**src/rtl/reaction_timer_core.sv**
```systemverilog
`default_nettype none
// ============================================================================
// Module   : reaction_timer_core
// Purpose  : N-player reaction-timer engine. Random pre-start delay, 1 ms
//            timing in BCD, false-start detection, tie capture, timeout and
//            a best-time record. The ms tick is derived from the system clock.
// Revision : 1.0 - initial release
// ============================================================================
module reaction_timer_core #(
  parameter int PLAYERS     = 2,
  parameter int CLKS_PER_MS = 50000,
  parameter int LFSR_W      = 13,
  parameter int RAND_BITS   = 10,
  parameter int MIN_WAIT_MS = 400,
  parameter int HOLD_MS     = 2000
) (
  input  logic               Clk,
  input  logic               reset,
  input  logic               start,
  input  logic [PLAYERS-1:0] hit,
  output logic               led,
  output logic [2:0]         state_out,
  output logic [15:0]        time_bcd,
  output logic [15:0]        best_bcd,
  output logic [PLAYERS-1:0] winner,
  output logic [PLAYERS-1:0] false_start,
  output logic               timeout,
  output logic               done
);

  // State encoding is visible on state_out, so the codes are fixed.
  localparam logic [2:0] S_IDLE  = 3'b000;
  localparam logic [2:0] S_ARM   = 3'b010;
  localparam logic [2:0] S_GO    = 3'b100;
  localparam logic [2:0] S_HOLD  = 3'b110;
  localparam logic [2:0] S_FAULT = 3'b001;

  // The ms counter must span both the longest random wait and the hold time.
  localparam int WAIT_MAX = MIN_WAIT_MS + (1 << RAND_BITS) - 1;
  localparam int CNT_MAX  = (WAIT_MAX > HOLD_MS) ? WAIT_MAX : HOLD_MS;
  localparam int MS_W     = $clog2(CNT_MAX + 1);
  localparam int PS_W     = $clog2(CLKS_PER_MS);

  localparam logic [PS_W-1:0] C_PS_LAST  = PS_W'(CLKS_PER_MS - 1);
  localparam logic [MS_W-1:0] C_HOLD_MS  = MS_W'(HOLD_MS);
  localparam logic [MS_W-1:0] C_MIN_WAIT = MS_W'(MIN_WAIT_MS);
  localparam logic [15:0]     C_BCD_MAX  = 16'h9999;

  logic [2:0]         r_state;
  logic [LFSR_W-1:0]  r_lfsr;
  logic [PS_W-1:0]    r_presc;
  logic [MS_W-1:0]    r_ms;
  logic [MS_W-1:0]    r_wait;
  logic               r_led;
  logic [15:0]        r_time;
  logic [15:0]        r_best;
  logic [PLAYERS-1:0] r_winner;
  logic [PLAYERS-1:0] r_false;
  logic               r_timeout;
  logic               r_done;

  logic [2:0]         w_next;
  logic               w_enter;
  logic               w_tick;
  logic               w_hit_any;
  logic [MS_W-1:0]    w_ms_inc;
  logic               w_lfsr_fb;
  logic [15:0]        w_bcd_inc;
  logic               w_cy;

  assign w_tick    = (r_presc == C_PS_LAST);
  assign w_hit_any = |hit;
  assign w_ms_inc  = r_ms + MS_W'(1);
  // x^13 + x^12 + x^11 + x^8 + 1, shifted left, feedback into bit 0.
  assign w_lfsr_fb = r_lfsr[12] ^ r_lfsr[11] ^ r_lfsr[10] ^ r_lfsr[7];
  assign w_enter   = (w_next != r_state);

  // Free-running random source; seeded with 1 so it never locks up at 0.
  always_ff @(posedge Clk) begin
    if (reset) begin
      r_lfsr <= LFSR_W'(1);
    end else begin
      r_lfsr <= {r_lfsr[LFSR_W-2:0], w_lfsr_fb};
    end
  end

  // One-count BCD increment with a decimal carry ripple from the 1 ms digit up.
  always_comb begin
    w_bcd_inc = r_time;
    w_cy      = 1'b1;
    for (int d = 0; d < 4; d++) begin
      if (w_cy) begin
        if (r_time[d*4 +: 4] == 4'd9) begin
          w_bcd_inc[d*4 +: 4] = 4'd0;
        end else begin
          w_bcd_inc[d*4 +: 4] = r_time[d*4 +: 4] + 4'd1;
          w_cy                = 1'b0;
        end
      end
    end
  end

  // Next-state selection; a hit always wins over a coincident tick event.
  always_comb begin
    w_next = r_state;
    case (r_state)
      S_IDLE: begin
        if (start) w_next = S_ARM;
      end
      S_ARM: begin
        if (w_hit_any)                             w_next = S_FAULT;
        else if (w_tick && (w_ms_inc == r_wait))   w_next = S_GO;
      end
      S_GO: begin
        if (w_hit_any)                             w_next = S_HOLD;
        else if (w_tick && (r_time == C_BCD_MAX))  w_next = S_HOLD;
      end
      S_HOLD, S_FAULT: begin
        if (w_tick && (w_ms_inc == C_HOLD_MS))     w_next = S_IDLE;
      end
      default: w_next = S_IDLE;
    endcase
  end

  // State, timebase and result registers.
  always_ff @(posedge Clk) begin
    if (reset) begin
      r_state   <= S_IDLE;
      r_presc   <= '0;
      r_ms      <= '0;
      r_wait    <= '0;
      r_led     <= 1'b0;
      r_time    <= 16'h0000;
      r_best    <= C_BCD_MAX;
      r_winner  <= '0;
      r_false   <= '0;
      r_timeout <= 1'b0;
      r_done    <= 1'b0;
    end else begin
      r_state <= w_next;
      r_led   <= (w_next == S_GO);
      r_done  <= ((r_state == S_HOLD) || (r_state == S_FAULT)) && (w_next == S_IDLE);

      // Prescaler restarts on every state entry so each state gets whole ms.
      if (w_enter || w_tick) r_presc <= '0;
      else                   r_presc <= r_presc + PS_W'(1);

      // ms counter shares the same restart so ARM and HOLD count from zero.
      if (w_enter)     r_ms <= '0;
      else if (w_tick) r_ms <= w_ms_inc;

      case (r_state)
        S_IDLE: begin
          if (start) begin
            r_wait    <= C_MIN_WAIT + MS_W'(r_lfsr[RAND_BITS-1:0]);
            r_winner  <= '0;
            r_false   <= '0;
            r_timeout <= 1'b0;
          end
        end
        S_ARM: begin
          if (w_hit_any)          r_false <= hit;
          else if (w_next == S_GO) r_time <= 16'h0000;
        end
        S_GO: begin
          if (w_hit_any) begin
            r_winner <= hit;
            // Digit vectors compare correctly as plain binary.
            if (r_time < r_best) r_best <= r_time;
          end else if (w_tick) begin
            if (r_time == C_BCD_MAX) r_timeout <= 1'b1;
            else                     r_time    <= w_bcd_inc;
          end
        end
        default: begin
        end
      endcase
    end
  end

  assign state_out   = r_state;
  assign led         = r_led;
  assign time_bcd    = r_time;
  assign best_bcd    = r_best;
  assign winner      = r_winner;
  assign false_start = r_false;
  assign timeout     = r_timeout;
  assign done        = r_done;

endmodule
`default_nettype wire
```
**config.mk**
```make
export PLATFORM = sky130hd
export DESIGN_NAME = reaction_timer_core
export DESIGN_NICKNAME = d
export VERILOG_FILES = /design/src/rtl/reaction_timer_core.sv
export SDC_FILE = /design/constraint.sdc
export NUM_CORES = 1
export LEC_CHECK = 0
export CORE_MARGIN = 1
export CORE_UTILIZATION = 45
export DETAILED_ROUTE_END_ITERATION = 12
export SLEW_MARGIN = 20
export SYNTH_ARGS = -nofsm -noshare
export SYNTH_HDL_FRONTEND = slang
export SYNTH_SLANG_ARGS = --single-unit
```
**constraint.sdc**
```tcl
create_clock -name Clk -period 3.8 [get_ports Clk]
set_input_delay 0.95 -clock Clk [delete_from_list [all_inputs] [get_ports Clk]]
set_output_delay 0.95 -clock Clk [all_outputs]
set_load 0.005 [all_outputs]
```
==> out/results.txt <==
Status: complete, no violations
Slew Limit Fails: 0
Lkg Pwr: 2.148 nW
CP Launch Type: register
Area occupied by multi-input gates: 0.002992 mm²
Routed len/inst: 15.90 µm
Yosys top cell area share: 36.39%
Post CTS Setup Buffer Count: 0
Cell area after synthesis: 0.005116 mm²
Worst-path clk slew: 0.07 ns
Yosys reg bits: 93
CP Max Fanout: 9
GRT Util Overall: 22.47%
Initial Util: 46.78%
Hold path endpoint: r_wait[3]$_SDFFE_PP0P_
EDFF count, synth: 0
Comb power frac: 6.3%
Fin crit period: 3.167 ns
CTS sink count: 93
Peak Freq: 315.8 MHz
Routability Congestion: 0.9072
Post-synth top area cell: dfxtp_1
Clock group share of total power: 46.6%
Worst slew margin: 45.48%
Pint: 0.001624 W
Synth cell types: 71
Asr flop ratio synth: 0%
WS Path Type: reg -> reg
Actual slew at the worst max-slew pin: 0.8169 ns
P_sw: 0.0005166 W
Cts repair resizes: 0
Die Wd: 108.6 µm
Vias post-DR: 4379
Synth cell count leaders: 93 x dfxtp_1, 62 x nand2_1, 41 x nor2_1
Area growth syn-to-layout: 16.90%
Port Buffers: 46
Die ar.: 0.01180 mm²
Vias in the first global route: 4063
WHS Path Cells: 2
Final setup viols: 0
Setup crit start: r_ms[0]$_SDFFE_PP0P_
Layout Nets: 663
First-pass GRT wire length: 20.69 mm
Core area: 0.01094 mm²
Post-route DRC: 0
Post-synth top flop: dfxtp_1
DRT iter0 DRCs: 209
Maxcap violations: 0
Fin Setup TNS: 0 ns
Placed cell areas: 0.005649 mm²
Hold crit path type: reg -> reg
Largest net degree at the start of global routing: 39
Fillers: 1028
RR Startpoint: r_ms[0]$_SDFFE_PP0P_
CTS tree: built
Total gr overflow: 0
Final hold vios: 0
Num rows: 38
CTS H-tree depth: 3
RSZ-0062 raised after global routing: false
Skew-Pair Late Insertion Delay: 0.35 ns
Fin area: 0.005981 mm²
ANT cells: 0
Layout Skew: 0.007373 ns
R2R setup slack: 0.63 ns
Root Driver: clkbuf_16
DR vias/cell: 5.643
Count leader, synth: dfxtp_1
Layout cells sized above 1: 7.862%
Final hold slack: 0.4412 ns
Switch share: 24.13%
Die Y: 108.6 µm
Antenna-violating nets left: 0
DP HPWL: 8.835 mm
Pwr Density: 358.0 mW/mm²
Worst-case clock buffer depth: 2
Hold buffer count at cts: 0
DR pass1 iterations: 5
Yosys warns: 0
Worst Reg-to-Reg Cells: 7
Routed WL: 12.34 mm
Cells after Synth: 600
Critical path arrival: 3.37 ns
Top Ports: 47
Initial antenna violation count: 0
Number of buffers created by CTS: 9
RR Endpoint: led$_SDFF_PP0_
Register Area: 0.001862 mm²
Max IR drop VDD: 0.3207 mV
Syn avg cell area: 8.527 µm²
Final worst path period share: 83.34%
Req. time, crit path: 4.00 ns
Syn nets: 632
Synth top area cells: dfxtp_1 36%, ha_1 6.6%, nand2_1 4.5%
Seq/Total Area, Yosys: 36.39%
Type of element capturing the critical path: register
Worst Hold Launch: r_lfsr[3]$_SDFF_PP0_
Sequential share of power: 47.0%
==> worst max path at each step <==
stage,end
6_report,led$_SDFF_PP0_
5_1_grt,led$_SDFF_PP0_
4_1_cts,led$_SDFF_PP0_
3_5_place_dp,led$_SDFF_PP0_
3_3_place_gp,led$_SDFF_PP0_
2_1_floorplan,r_ms[4]$_SDFFE_PP0P_
==> power by group through the flow <==
| stage | sequential (W) | combinational [W] | clock, W |
|---|---|---|---|
| 2_1_floorplan | 0.00102 | 0.0000996 | 0 |
| 3_3_place_gp | 0.00103 | 0.000133 | 0 |
| 3_5_place_dp | 0.00103 | 0.000135 | 0 |
| 4_1_cts | 0.00101 | 0.000136 | 0.00102 |
| 5_1_grt | 0.00101 | 0.000150 | 0.00106 |
| 6_report | 0.00101 | 0.000135 | 0.000999 |
==> metal layers <==
| metal | up-vias | GRT usage, % | wire [µm] |
|---|---|---|---|
| met1 | 2063 | 30.39 | 5965 |
| met5 | - | 0 | 0 |
| met4 | 0 | 8.301 | 255 |
| met3 | 18 | 4.722 | 492 |
| met2 | 81 | 35.13 | 5626 |
| li1 | 2217 | - | - |
==> through the flow <==
stage	std cells	worst slack (ns)	utilization, %	total power (W)
6_report	776	0.6332	54.69	0.002141
5_1_grt	776	0.4291	54.69	0.002220
3_3_place_gp	760	0.7018	51.66	0.001162
3_5_place_dp	760	0.6054	51.66	0.001165
2_1_floorplan	600	1.062	-	0.001123
4_1_cts	776	0.6620	54.69	0.002164
==> registers in the layout (all words and copies together), names as in the netlist <==
name         cells
best_bcd        16
done             1
false_start      2
led              1
r_lfsr          13
r_ms            11
r_presc         16
r_wait          11
state_out        3
time_bcd        16
timeout          1
winner           2
==> cells by family (layout without fill, tap and decap cells) <==
group                      Yosys count  after routing  synth area share [%]
muxes                               19             19                 3.717
buffers and inverters               62             98                 5.209
AOI/OAI and AO/OA                  105            105                 14.06
adders and majority gates           27             27                 6.603
and+or+nand+nor                    253            253                 27.00
xor gates and xnor gates            41             41                 7.019
DFF                                 93             93                 36.39
==> layout by cell type (no fill, tap or decap), types with 16 or more instances in the layout <==
master           instances
nor2_1                  41
xor2_1                  17
nand2_1                 62
clkdlybuf4s50_1         45
inv_1                   26
dfxtp_1                 93
mux2i_1                 19
nor2b_1                 18
xnor2_1                 24
ha_1                    27
a21oi_1                 27
o21ai_0                 16
nor3_1                  21
nand3_1                 26
==> critical path, cell delays in order, from the launching register on <==
cell and delay [ns]:
dfxtp_1 0.48, ha_1 0.36, and3_1 0.40, nand3_1 0.14, a21o_1 0.17, a211oi_1 0.46
nand4_1 0.41, a2111oi_0 0.58
==> area by class of cell <==
type	count	share of cell area (%)
Clock inverter	7	1.778
Tap cell	140	2.929
Multi-Input combinational cell	445	50.02
Sequential cell	93	31.13
Inverter	28	1.757
Clock buffer	9	3.766
Timing Repair Buffer	54	8.619
Note: power is estimated with default switching activity, not from simulation.
